--- src/rtl/alu_if.sv ---
// Bus bundle between the datapath controller and the accumulator ALU.
interface alu_if;
   logic [4:0]  opcode;
   logic [15:0] operand;
   logic        read;
   logic        write;
   logic [15:0] accout;
   logic        flag;

   modport master (
      output opcode,
      output operand,
      output read,
      output write,
      input  accout,
      input  flag
   );

   modport slave (
      input  opcode,
      input  operand,
      input  read,
      input  write,
      output accout,
      output flag
   );
endinterface

--- src/rtl/alu.sv ---
// 16-bit accumulator ALU: acc is loaded by write, modified by opcodes, and
// copied to the registered accout port on read. A single status flag holds
// carry/borrow/shift-out/zero/compare results.
module alu (
   input  logic clk,
   input  logic rst_n,
   alu_if.slave bus
);

   localparam logic [4:0] op_add    = 5'b00001;
   localparam logic [4:0] op_sub    = 5'b00010;
   localparam logic [4:0] op_adc    = 5'b00011;
   localparam logic [4:0] op_sbb    = 5'b00100;
   localparam logic [4:0] op_and    = 5'b00101;
   localparam logic [4:0] op_or     = 5'b00110;
   localparam logic [4:0] op_xor    = 5'b00111;
   localparam logic [4:0] op_not    = 5'b01000;
   localparam logic [4:0] op_shl    = 5'b01001;
   localparam logic [4:0] op_shr    = 5'b01010;
   localparam logic [4:0] op_sar    = 5'b01011;
   localparam logic [4:0] op_rol    = 5'b01100;
   localparam logic [4:0] op_ror    = 5'b01101;
   localparam logic [4:0] op_inc    = 5'b01110;
   localparam logic [4:0] op_dec    = 5'b01111;
   localparam logic [4:0] op_cmpeq  = 5'b10000;
   localparam logic [4:0] op_cmpltu = 5'b10001;
   localparam logic [4:0] op_cmplts = 5'b10010;
   localparam logic [4:0] op_neg    = 5'b10011;

   logic [15:0] acc_q;
   logic [15:0] accout_q;
   logic        flag_q;

   logic [15:0] res;
   logic        res_flag;
   logic [16:0] sum;

   assign bus.accout = accout_q;
   assign bus.flag   = flag_q;

   // Next acc/flag for the selected opcode; NOP and reserved codes hold state.
   // Bit 16 of the 17-bit sum is carry for additions and borrow for subtractions.
   always_comb begin
      res      = acc_q;
      res_flag = flag_q;
      sum      = '0;
      case (bus.opcode)
         op_add: begin
            sum      = {1'b0, acc_q} + {1'b0, bus.operand};
            res      = sum[15:0];
            res_flag = sum[16];
         end
         op_sub: begin
            sum      = {1'b0, acc_q} - {1'b0, bus.operand};
            res      = sum[15:0];
            res_flag = sum[16];
         end
         op_adc: begin
            sum      = {1'b0, acc_q} + {1'b0, bus.operand} + {16'b0, flag_q};
            res      = sum[15:0];
            res_flag = sum[16];
         end
         op_sbb: begin
            sum      = {1'b0, acc_q} - {1'b0, bus.operand} - {16'b0, flag_q};
            res      = sum[15:0];
            res_flag = sum[16];
         end
         op_and: begin
            res      = acc_q & bus.operand;
            res_flag = (res == 16'h0000);
         end
         op_or: begin
            res      = acc_q | bus.operand;
            res_flag = (res == 16'h0000);
         end
         op_xor: begin
            res      = acc_q ^ bus.operand;
            res_flag = (res == 16'h0000);
         end
         op_not: begin
            res      = ~acc_q;
            res_flag = (res == 16'h0000);
         end
         op_shl: begin
            res      = {acc_q[14:0], 1'b0};
            res_flag = acc_q[15];
         end
         op_shr: begin
            res      = {1'b0, acc_q[15:1]};
            res_flag = acc_q[0];
         end
         op_sar: begin
            res      = {acc_q[15], acc_q[15:1]};
            res_flag = acc_q[0];
         end
         op_rol: begin
            res      = {acc_q[14:0], acc_q[15]};
            res_flag = acc_q[15];
         end
         op_ror: begin
            res      = {acc_q[0], acc_q[15:1]};
            res_flag = acc_q[0];
         end
         op_inc: begin
            sum      = {1'b0, acc_q} + 17'd1;
            res      = sum[15:0];
            res_flag = sum[16];
         end
         op_dec: begin
            sum      = {1'b0, acc_q} - 17'd1;
            res      = sum[15:0];
            res_flag = sum[16];
         end
         op_cmpeq:  res_flag = (acc_q == bus.operand);
         op_cmpltu: res_flag = (acc_q < bus.operand);
         op_cmplts: res_flag = ($signed(acc_q) < $signed(bus.operand));
         op_neg: begin
            sum      = 17'd0 - {1'b0, acc_q};
            res      = sum[15:0];
            res_flag = (acc_q != 16'h0000);
         end
         default: ;
      endcase
   end

   // State update: write beats op execution; read copies the pre-edge acc and
   // suppresses execution when it appears alone.
   always_ff @(posedge clk or negedge rst_n) begin
      if (!rst_n) begin
         acc_q    <= 16'h0000;
         accout_q <= 16'h0000;
         flag_q   <= 1'b0;
      end else begin
         if (bus.read) begin
            accout_q <= acc_q;
         end
         if (bus.write) begin
            acc_q <= bus.operand;
         end else if (!bus.read) begin
            acc_q  <= res;
            flag_q <= res_flag;
         end
      end
   end

endmodule

--- src/flat_wrapper.sv ---
// flat-port wrapper written by rule: the top's interface ports become plain ports
module alu_flat 
  (clk, rst_n, bus_opcode, bus_operand, bus_read, bus_write, bus_accout, bus_flag);
  alu_if bus_i ();
  input  logic clk;
  input  logic rst_n;
  input wire logic [$bits(bus_i.opcode)-1:0] bus_opcode;
  input wire logic [$bits(bus_i.operand)-1:0] bus_operand;
  input wire logic [$bits(bus_i.read)-1:0] bus_read;
  input wire logic [$bits(bus_i.write)-1:0] bus_write;
  output wire logic [$bits(bus_i.accout)-1:0] bus_accout;
  output wire logic [$bits(bus_i.flag)-1:0] bus_flag;
  assign bus_i.opcode = bus_opcode;
  assign bus_i.operand = bus_operand;
  assign bus_i.read = bus_read;
  assign bus_i.write = bus_write;
  assign bus_accout = bus_i.accout;
  assign bus_flag = bus_i.flag;
  alu u_core (.clk(clk), .rst_n(rst_n), .bus(bus_i));
endmodule
--- config.mk ---
export PLATFORM = sky130hd
export DESIGN_NAME = alu_flat
export DESIGN_NICKNAME = d
export VERILOG_FILES = /design/src/rtl/alu_if.sv /design/src/rtl/alu.sv /design/src/flat_wrapper.sv
export SDC_FILE = /design/constraint.sdc
export NUM_CORES = 1
export LEC_CHECK = 0
export BUFFER_PORTS_ARGS = -buffer_cell sky130_fd_sc_hd__buf_2
export CORE_MARGIN = 3
export CORE_UTILIZATION = 55
export CTS_BUF_LIST = sky130_fd_sc_hd__clkbuf_4
export CTS_CLUSTER_DIAMETER = 40
export CTS_CLUSTER_SIZE = 40
export DETAILED_ROUTE_END_ITERATION = 8
export PLACE_DENSITY = 0.82
export SYNTH_ARGS = -nofsm -noshare
export SYNTH_HDL_FRONTEND = slang
export SYNTH_SLANG_ARGS = --single-unit
--- constraint.sdc ---
create_clock -name clk -period 4.15 [get_ports clk]
set_input_delay 0.415 -clock clk [delete_from_list [all_inputs] [get_ports clk]]
set_output_delay 0.415 -clock clk [all_outputs]
set_load 0.05 [all_outputs]
==> flow_metrics.tcl, run 1 <==
set metrics [dict create \
    synth_nets 1007 \
    cts-hold-fix-buffers 0 \
    area_delta_synth_final_pct 7.910 \
    rsz0062_at_grt "false" \
    viasPerCell 7.286 \
    endpoint_kind "flip-flop" \
    relSlewSlack_pct 22.96 \
    diodes 0 \
    crit_chain "buf_4, ha_1, fa_1, a21o_1, a311o_1, a21o_1, o31a_1, a211oi_2, nand2_1, o311ai_1, o2111a_1, o21ai_1" \
    start_kind "flip-flop" \
    first_iter_violations 1340 \
    crit_type "flip-flop to flip-flop" \
    cts_tree "done" \
    slowest_stage "fa_1" \
    grt_max_degree 34 \
    drv_slew 0 \
    drc_errors 0 \
    synth_cell_types 86 \
    cts.htree.levels 2 \
    final_common_cell "nor2_1" \
    critPathArrivalTime_ns 4.31 \
    fmax_mhz 250.3 \
    most-common-layout-cells "nor2_1, nand2_1, a21oi_1" \
    wl_per_cell_microns 24.06 \
    num_vias 7985 \
    fin_tns_setup_ns 0 \
    ant_nets 0 \
    syn_area_per_cell_sq_um 7.216 \
    grt_pass1_vias 7290 \
    r2r_end "u_core.acc_q[13]" \
    hold_violations 0 \
    period_share_pct 96.26 \
    track_usage_pct 38.80 \
    r2r.worst_path.cells 12 \
    cts_buffer_depth 2 \
    place_hpwl_mm 19.57 \
    crit_required_ns 4.46 \
    clock_latency_ns 0.42 \
    rows 39 \
    total_power_mw 2.928 \
    finalCriticalPeriod_ns 3.995 \
    fp.coreArea_sq_um 11660 \
    die_w_microns 116.2 \
    drt_pre_antenna_iters 9 \
    yosys_register_bits 33 \
    dieArea_sq_um 13490 \
    io_pins 42 \
    netlist_area_sq_um 6675 \
    drive_gt1_share_pct 14.38 \
    clock-sinks 33 \
    max_stage_delay_ns 0.51 \
    gp_congestion 1.046 \
    wl_mm 26.37 \
    synthCells 925 \
    tightest_slew_ns 1.151 \
    status "finished clean" \
    crit_path_max_fanout 13 \
    crit_top_cell "a21o_1" \
    synth_flop_cell "dfrtp_1" \
    die_y_microns 116.2 \
    port-buffer-count 41 \
    initial_core_util_pct 57.24 \
    fill_cells 1081 \
    finalNetCount 1034 \
    antenna_found_initial 0 \
    setup_violations 0 \
    pwr_density_cell_nw_per_um2 406.5 \
    r2r_setup_slack_ns 0.16 \
    hold_slack_ns 0.09631 \
    grt-ovfl-total 0 \
    cts_buffers 5 \
    synth_async_sr_flop_share_pct 100.0 \
    maxCapViolations 0 \
    yosys_warnings 0 \
    worstHoldPathType "primary input to asynchronous set/reset pin" \
    synth_edf_count 0 \
    ir_drop_uv 237.1 \
    leakagePower_nw 2.911 \
    ctsRootBufferMaster "clkbuf_4" \
    cts.clk_slew.worst_paths_ns 0.14 \
    fin_skew_ns 0.02728 \
    worstReg2RegStart "u_core.acc_q[0]" \
    synth-seq-area-share_pct 12.37 \
    grt_pass1_wl_mm 40.59 \
]
synthesized netlist by cell type (6+ instances only):
cell type	instances	area [sq um]
nor2_1	79	296.5
nand2_1	64	240.2
a21oi_1	58	290.3
ha_1	55	688.2
inv_1	55	206.5
clkbuf_1	52	195.2
o21ai_0	39	195.2
xnor2_1	38	332.8
nand3_1	34	170.2
dfrtp_1	33	825.8
nor3_1	29	145.1
a221oi_1	22	192.7
nand4_1	22	137.6
a211oi_1	19	142.6
mux2_2	18	202.7
nand2b_1	15	93.84
nor2b_1	14	87.58
nor4_1	14	87.58
or3_1	13	81.33
a21o_1	11	82.58
o22ai_1	11	68.82
nor3b_1	10	75.07
o211ai_1	10	75.07
a22oi_1	9	67.56
and2_1	9	56.30
and3_1	9	56.30
buf_2	9	45.04
mux2i_1	9	90.09
o2111ai_1	9	78.83
a221o_1	8	80.08
a31oi_1	8	50.05
o21ai_1	8	40.04
or4_1	8	60.06
a2111oi_0	7	61.31
a211o_1	7	61.31
xor2_1	7	61.31
o221ai_1	6	52.55
o31ai_1	6	45.04
cells by family after synthesis:
| kind of cell | share of synthesized area, % |
|---|---|
| DFF | 12.37 |
| and+or+nand+nor | 27.03 |
| adders and majority gates | 10.91 |
| AOI/OAI and AO/OA | 31.90 |
| muxes | 4.386 |
| xor gates and xnor gates | 6.148 |
| buffers and inverters | 7.254 |
final cells by class:
cell class                 instances  area [sq um]  area share (%)
sequential                        33         825.8           11.46
multi-input combinational        769          5383           74.73
clock inverter                     2         10.01          0.1390
timing repair buffer              87         550.5           7.643
tap                              143         178.9           2.484
inverter                          56         210.2           2.918
clock buffer                       6         45.04          0.6253
power by group:
part / switching, mW / total, mW / internal [mW]
combinational: 1.48 / 2.25 / 0.777
clock: 0.148 / 0.219 / 0.0710
sequential: 0.0618 / 0.456 / 0.394
total: 1.69 / 2.93 / 1.24
worst max-delay path by stage:
| stage | from | endpoint | slack, ns | cells past startpoint |
|---|---|---|---|---|
| 3_3_place_gp | bus_operand[11] | u_core.acc_q[15] | 0.28 | 12 |
| 4_1_cts | u_core.acc_q[0] | u_core.bus.flag | 0.13 | 12 |
| 5_1_grt | u_core.acc_q[0] | u_core.acc_q[14] | 0.04 | 12 |
| 2_1_floorplan | u_core.acc_q[0] | u_core.acc_q[14] | 0.47 | 14 |
| 3_5_place_dp | bus_operand[0] | u_core.bus.flag | 0.18 | 12 |
| 6_report | u_core.acc_q[0] | u_core.acc_q[13] | 0.16 | 12 |
state kept, by name (all words and copies together), names as in the netlist:
signal	count
u_core.bus.flag	1
u_core.bus.accout	16
u_core.acc_q	16
through the flow:
step | util, % | setup WS, ns | std cells | instance area [sq um]
finish | 61.76 | 0.1554 | 1096 | 7203
floorplan | - | 0.4662 | 925 | 6675
global route | 61.76 | 0.03682 | 1096 | 7203
CTS | 61.64 | 0.1334 | 1095 | 7188
global placement | 61.16 | 0.2762 | 1087 | 7133
detailed placement | 61.16 | 0.1803 | 1087 | 7133
critical path: cells and delay by family (launching register included):
kind	cells	cell delay [ns]
DFF	1	0.39
and+or+nand+nor	1	0.21
adders and majority gates	2	0.81
AOI/OAI and AO/OA	8	2.30
buffers and inverters	1	0.18
layer usage:
layer	vias to the layer above	GRT usage (%)	part of all wire [%]
li1	3556	-	-
met1	3649	52.10	38
met2	630	57.12	42
met3	150	9.689	14
met4	0	21.04	6.2
met5	-	0	0
what timing repair did:
action / in CTS / in global routing
gates resized for setup: 0 / 2
buffers inserted: 0 / 1
setup endpoints to repair: 0 / 2
No activity file was read; power rests on OpenSTA's default activity.
==> run 2, diff against run 1 <==
- ABC_AREA: not set -> 1
==> run 2 against run 1 <==
  * Combinational power grew 16%
  * Synthesized area up 4.2%
  * Largest power group unchanged
  * Via count grew 12%
==> flow_metrics.tcl, run 2 <==
set metrics [dict create \
    status "finished clean" \
    power_frac_comb_pct 78.2 \
    fin_tns_setup_ns 0 \
    hold_violations 0 \
    total_power_mw 3.349 \
    cts_buffer_depth 2 \
    drc_errors 0 \
    place_worst_setup_slack_ns 0.7029 \
    antenna_found_initial 0 \
    clock_latency_ns 0.39 \
    synth_flop_cell "dfrtp_1" \
    crit_type "flip-flop to flip-flop" \
    port-buffer-count 41 \
    netlist_area_sq_um 6953 \
    switching_share_pct 64.49 \
    diodes 0 \
    p_int_mw 1.189 \
    yosys_warnings 0 \
    clkPwrFrac_pct 6.6 \
    crit_path_max_fanout 8 \
    grt_pass1_vias 7997 \
    finalCriticalPeriod_ns 3.571 \
    setup_violations 0 \
    grt_pass1_wl_mm 45.20 \
    placedCellCount 1451 \
    ir_drop_uv 229.4 \
    first_iter_violations 1393 \
    fp.coreArea_sq_um 12160 \
    power.switching_mw 2.160 \
    fin_skew_ns 0.01832 \
    io_pins 42 \
    drt_pre_antenna_iters 6 \
    rsz0062_at_grt "false" \
    drive_gt1_share_pct 10.69 \
    tightest_slew_ns 0.9369 \
    synth-seq-area-share_pct 11.88 \
    crit_chain "inv_1, ha_1, inv_1, fa_1, inv_1, ha_1, inv_1, nor2_1, nand3_1, nor2_2, nand3_2, nor2_2, nand2_1, nor2_1, nand2_1, nand3_1, nand3_1, nand2_1, nand2_1, nand2_1, nand2_1" \
    gp_congestion 1.067 \
    max_stage_delay_ns 0.57 \
    finalNonFillerCells 1459 \
    wl_mm 29.40 \
    synthCells 1265 \
    synth_area_leaders "nand2_1, dfrtp_1, ha_1, inv_1, nand3_1" \
    period_share_pct 86.05 \
    crit_required_ns 4.44 \
    cts.htree.levels 2 \
    yosys_register_bits 33 \
    grt-ovfl-total 0 \
    critPathArrivalTime_ns 3.86 \
    start_kind "flip-flop" \
    endpoint_kind "flip-flop" \
    synth_async_sr_flop_share_pct 100.0 \
    crit_top_cell "nand2_1" \
    yosys-top-cells-count "nand2_1, inv_1, nor2_1, nand3_1, ha_1" \
    fin_ws_ns 0.5788 \
    post_cts_buffers 0 \
    die_y_microns 118.4 \
    fill_cells 1324 \
    slowest_stage "dfrtp_1" \
    initial_core_util_pct 57.17 \
    track_usage_pct 41.20 \
    synth_top_cell_area_share_pct 21.92 \
    placed_area_sq_um 7289 \
    cts_buffers 5 \
    fmax_mhz 280.0 \
    cts_resized 0 \
    worstHoldPathType "primary input to asynchronous set/reset pin" \
    leakagePower_nw 3.860 \
    synth_edf_count 0 \
    relSlewSlack_pct 37.54 \
    clock-sinks 33 \
    synth_cell_types 49 \
    area_delta_synth_final_pct 5.632 \
    seqPwrFrac_pct 15.2 \
    maxCapViolations 0 \
    cts_tree "done" \
    viasPerCell 6.148 \
    wl_per_cell_microns 20.15 \
    num_vias 8970 \
    syn_area_per_cell_sq_um 5.496 \
    most-common-layout-cells "nand2_1, inv_1, nor2_1" \
    drv_slew 0 \
    cts.clk_slew.worst_paths_ns 0.15 \
    ant_nets 0 \
    cts-hold-fix-buffers 0 \
    synth_most_common_cell "nand2_1" \
    grt_max_degree 34 \
    pwr_density_cell_nw_per_um2 456.0 \
    final_common_cell "nand2_1" \
    die_w_microns 118.4 \
    finalNetCount 1372 \
    ctsRootBufferMaster "clkbuf_4" \
    rows 40 \
    finalInstanceArea_sq_um 7345 \
    place_hpwl_mm 23.08 \
    dieArea_sq_um 14030 \
    netlist.top_cell.by_area "nand2_1" \
    synth_nets 1347 \
]
-- run 2: changes by cell type after synthesis, moves of 15 or more --
cell	change
nand2_1	+342
nand2_2	+20
clkbuf_1	-38
a211oi_1	-16
nand3_1	+80
inv_1	+113
xnor2_1	-35
inv_2	+17
nand2b_1	-15
mux2_2	-18
nor2_1	+49
a221oi_1	-20
-- run 2: kinds of logic after synthesis --
| group | count (synthesis) | synth area share (%) |
|---|---|---|
| adder cells (fa/ha/maj) | 57 | 10.47 |
| flip-flops | 33 | 11.88 |
| buffers and inverters | 229 | 13.21 |
| XOR/XNOR | 9 | 1.134 |
| AND/OR/NAND/NOR | 765 | 48.43 |
| AO/OA/AOI/OAI | 172 | 14.88 |
-- run 2: per-stage QoR --
stage	utilization [%]	hold slack (ns)
2_1_floorplan	-	0.1194
3_3_place_gp	59.94	0.4621
3_5_place_dp	59.94	0.4686
4_1_cts	60.39	0.1587
5_1_grt	60.39	0.1751
6_report	60.39	0.1317
-- run 2: final cells by class --
| cell class | instances | area (sq um) | area share (%) |
|---|---|---|---|
| Multi-Input combinational cell | 1003 | 5209 | 70.92 |
| Clock inverter | 3 | 17.52 | 0.2385 |
| Timing Repair Buffer | 58 | 332.8 | 4.532 |
| Sequential cell | 33 | 825.8 | 11.24 |
| Tap cell | 168 | 210.2 | 2.862 |
| Inverter | 189 | 711.9 | 9.693 |
| Clock buffer | 5 | 37.54 | 0.5111 |
-- run 2: path summary, 6_finish.rpt --
path / from / end / slack (ns) / cells past startpoint
hold / removal: rst_n / u_core.acc_q[4] / 0.13 / 1
min in group clk: bus_operand[2] / u_core.acc_q[2] / 0.32 / 3
max in group asynchronous: rst_n / u_core.acc_q[10] / 3.41 / 1
setup reg to reg: u_core.acc_q[0] / u_core.acc_q[12] / 0.58 / 21
setup / recovery: u_core.acc_q[0] / u_core.acc_q[12] / 0.58 / 21
hold reg to reg: u_core.bus.accout[11] / u_core.bus.accout[11] / 0.50 / 2
-- run 2: routing by layer --
| layer | GRT usage, % | vias to the layer above | part of all wire [%] |
|---|---|---|---|
| met3 | 7.273 | 129 | 12 |
| met2 | 62.63 | 717 | 43 |
| met4 | 21.00 | 0 | 6.1 |
| met5 | 0 | - | 0 |
| li1 | - | 4155 | - |
| met1 | 55.92 | 3969 | 39 |
-- run 2: worst max-delay path, delay by kind of cell, from the launching register on --
family,cells,cell delay (ns)
AND/OR/NAND/NOR,14,1.42
adder cells (fa/ha/maj),3,0.92
flip-flops,1,0.57
buffers and inverters,4,0.56
-- run 2: power groups by stage --
stage | Combinational (mW) | Clock, mW | Sequential, mW
after detailed placement | 2.51 | 0 | 0.509
after global routing | 2.84 | 0.228 | 0.520
after floorplan | 1.70 | 0 | 0.619
after global placement | 2.51 | 0 | 0.508
after CTS | 2.52 | 0.217 | 0.502
final | 2.62 | 0.221 | 0.510
==> run 3, diff against run 2 <==
- PLACE_DENSITY: 0.82 -> 0.85
==> run 3 against run 2 <==
  * Clock-buffer cell count did not move
  * First-iteration DRC count is 2.7% lower
  * Non-clock buffer count did not move
  * Clock power is 5% higher
  * Via count rose by 0.12%
  * Core utilization barely moved
  * Routed wire length is 2.4% lower
  * Global-route usage fell by 1.1 points
  * Clock skew is 0.0027 ns lower
  * Power is 1.0% lower
  * Design area about the same
  * Sequential power is 2% lower
  * Largest cell class unchanged
  * Largest power group unchanged
==> flow_metrics.tcl, run 3 (synthesized netlist as in run 2, its figures left out) <==
set metrics [dict create \
    ant_nets 0 \
    crit_path_max_fanout 8 \
    wl_per_cell_microns 19.65 \
    r2r_setup_slack_ns 0.69 \
    clock_latency_ns 0.41 \
    fmax_mhz 289.2 \
    fill_cells 1301 \
    pwr_density_cell_nw_per_um2 451.2 \
    hold_violations 0 \
    cts-hold-fix-buffers 0 \
    grt-ovfl-total 0 \
    finalNetCount 1372 \
    dieArea_sq_um 14030 \
    worstHoldPathType "primary input to asynchronous set/reset pin" \
    fin_tns_setup_ns 0 \
    drv_slew 0 \
    crit_type "flip-flop to flip-flop" \
    cts_resized 0 \
    port-buffer-count 41 \
    ir_drop_uv 209.1 \
    r2r_end "u_core.acc_q[12]" \
    cts_buffer_depth 2 \
    ctsRootBufferMaster "clkbuf_4" \
    gp_congestion 1.087 \
    initial_core_util_pct 57.17 \
    clock-sinks 33 \
    wl_mm 28.68 \
    leakagePower_nw 3.861 \
    relSlewSlack_pct 38.95 \
    critPathArrivalTime_ns 3.78 \
    cts_tree "done" \
    placed_area_sq_um 7289 \
    route.met3.wl_mm 3.472 \
    drc_errors 0 \
    final_common_cell "nand2_1" \
    viasPerCell 6.151 \
    highest_layer "met4" \
    crit_required_ns 4.47 \
    hold_slack_ns 0.1060 \
    start_kind "flip-flop" \
    max_stage_delay_ns 0.51 \
    status "finished clean" \
    wl_met2_mm 12.17 \
    worstReg2RegStart "u_core.acc_q[0]" \
    die_w_microns 118.4 \
    finalInstanceArea_sq_um 7347 \
    drive_gt1_share_pct 10.69 \
    grt_pass1_wl_mm 44.30 \
    r2r.worst_path.cells 21 \
    fp.coreArea_sq_um 12160 \
    finalCriticalPeriod_ns 3.458 \
    grt_pass1_vias 8154 \
    slowest_stage "dfrtp_1" \
    antenna_found_initial 1 \
    crit_top_cell "nand2_1" \
    cts.htree.levels 2 \
    cts.clk_slew.worst_paths_ns 0.15 \
    grt_max_degree 34 \
    rows 40 \
    period_share_pct 83.32 \
    maxCapViolations 0 \
    cts_buffers 5 \
    endpoint_kind "flip-flop" \
    rsz0062_at_grt "false" \
    area_delta_synth_final_pct 5.669 \
    track_usage_pct 40.10 \
    tightest_slew_ns 0.9158 \
    met1_length_mm 11.32 \
    most-common-layout-cells "nand2_1, inv_1, nor2_1" \
    setup_violations 0 \
    drt_pre_antenna_iters 8 \
    first_iter_violations 1356 \
    io_pins 42 \
    num_vias 8981 \
    die_y_microns 118.4 \
    fin_skew_ns 0.01565 \
    crit_chain "inv_1, ha_1, inv_1, fa_1, inv_1, ha_1, inv_1, nor2_1, nand3_1, nor2_2, nand3_2, nor2_2, nand2_1, nor2_1, nand2_1, nand3_1, nand3_1, nand2_1, nand2_1, nand2_1, nand2_1" \
    post_cts_buffers 0 \
    place_hpwl_mm 22.50 \
]
[run 3: final cells by class]
class,instances,area (sq um),share of cell area (%)
Inverter,189,711.9,9.690
Sequential cell,33,825.8,11.24
Timing Repair Buffer,58,332.8,4.530
Clock inverter,3,17.52,0.2384
Antenna cell,1,2.502,0.03406
Multi-Input combinational cell,1003,5209,70.90
Tap cell,168,210.2,2.861
Clock buffer,5,37.54,0.5109
[run 3: report_power, final]
group,internal [mW],switching (mW)
Clock,0.0640,0.168
Sequential,0.400,0.102
Combinational,0.720,1.86
Total,1.18,2.13
[run 3: worst max-delay path by stage]
stage / cells past startpoint / from / to
after detailed placement: 21 / u_core.acc_q[0] / u_core.acc_q[12]
after global routing: 21 / u_core.acc_q[0] / u_core.acc_q[12]
final: 21 / u_core.acc_q[0] / u_core.acc_q[12]
after global placement: 21 / u_core.acc_q[0] / u_core.acc_q[12]
after floorplan: 21 / u_core.acc_q[0] / u_core.acc_q[12]
after CTS: 21 / u_core.acc_q[0] / u_core.acc_q[12]
[run 3: worst max-delay path: cells and delay by family (launching register included)]
kind                       cells  cell delay, ns
and+or+nand+nor               14            1.39
buffers and inverters          4            0.52
adders and majority gates      3            0.94
DFF                            1            0.51
[run 3: stage by stage]
stage / utilization (%) / instances / total power, mW / worst slack [ns]
CTS: 60.39 / 1459 / 3.213 / 0.7964
floorplan: - / 1265 / 2.317 / 1.390
detailed placement: 59.94 / 1451 / 2.981 / 0.8205
finish: 60.41 / 1460 / 3.315 / 0.6922
global route: 60.41 / 1460 / 3.555 / 0.3995
global placement: 59.94 / 1451 / 2.969 / 0.8665
[run 3: per-layer routing]
layer	up-vias	GRT usage, %
met1	4002	54.24
met4	0	21.65
met2	690	60.81
met5	-	0
met3	138	6.794
li1	4151	-
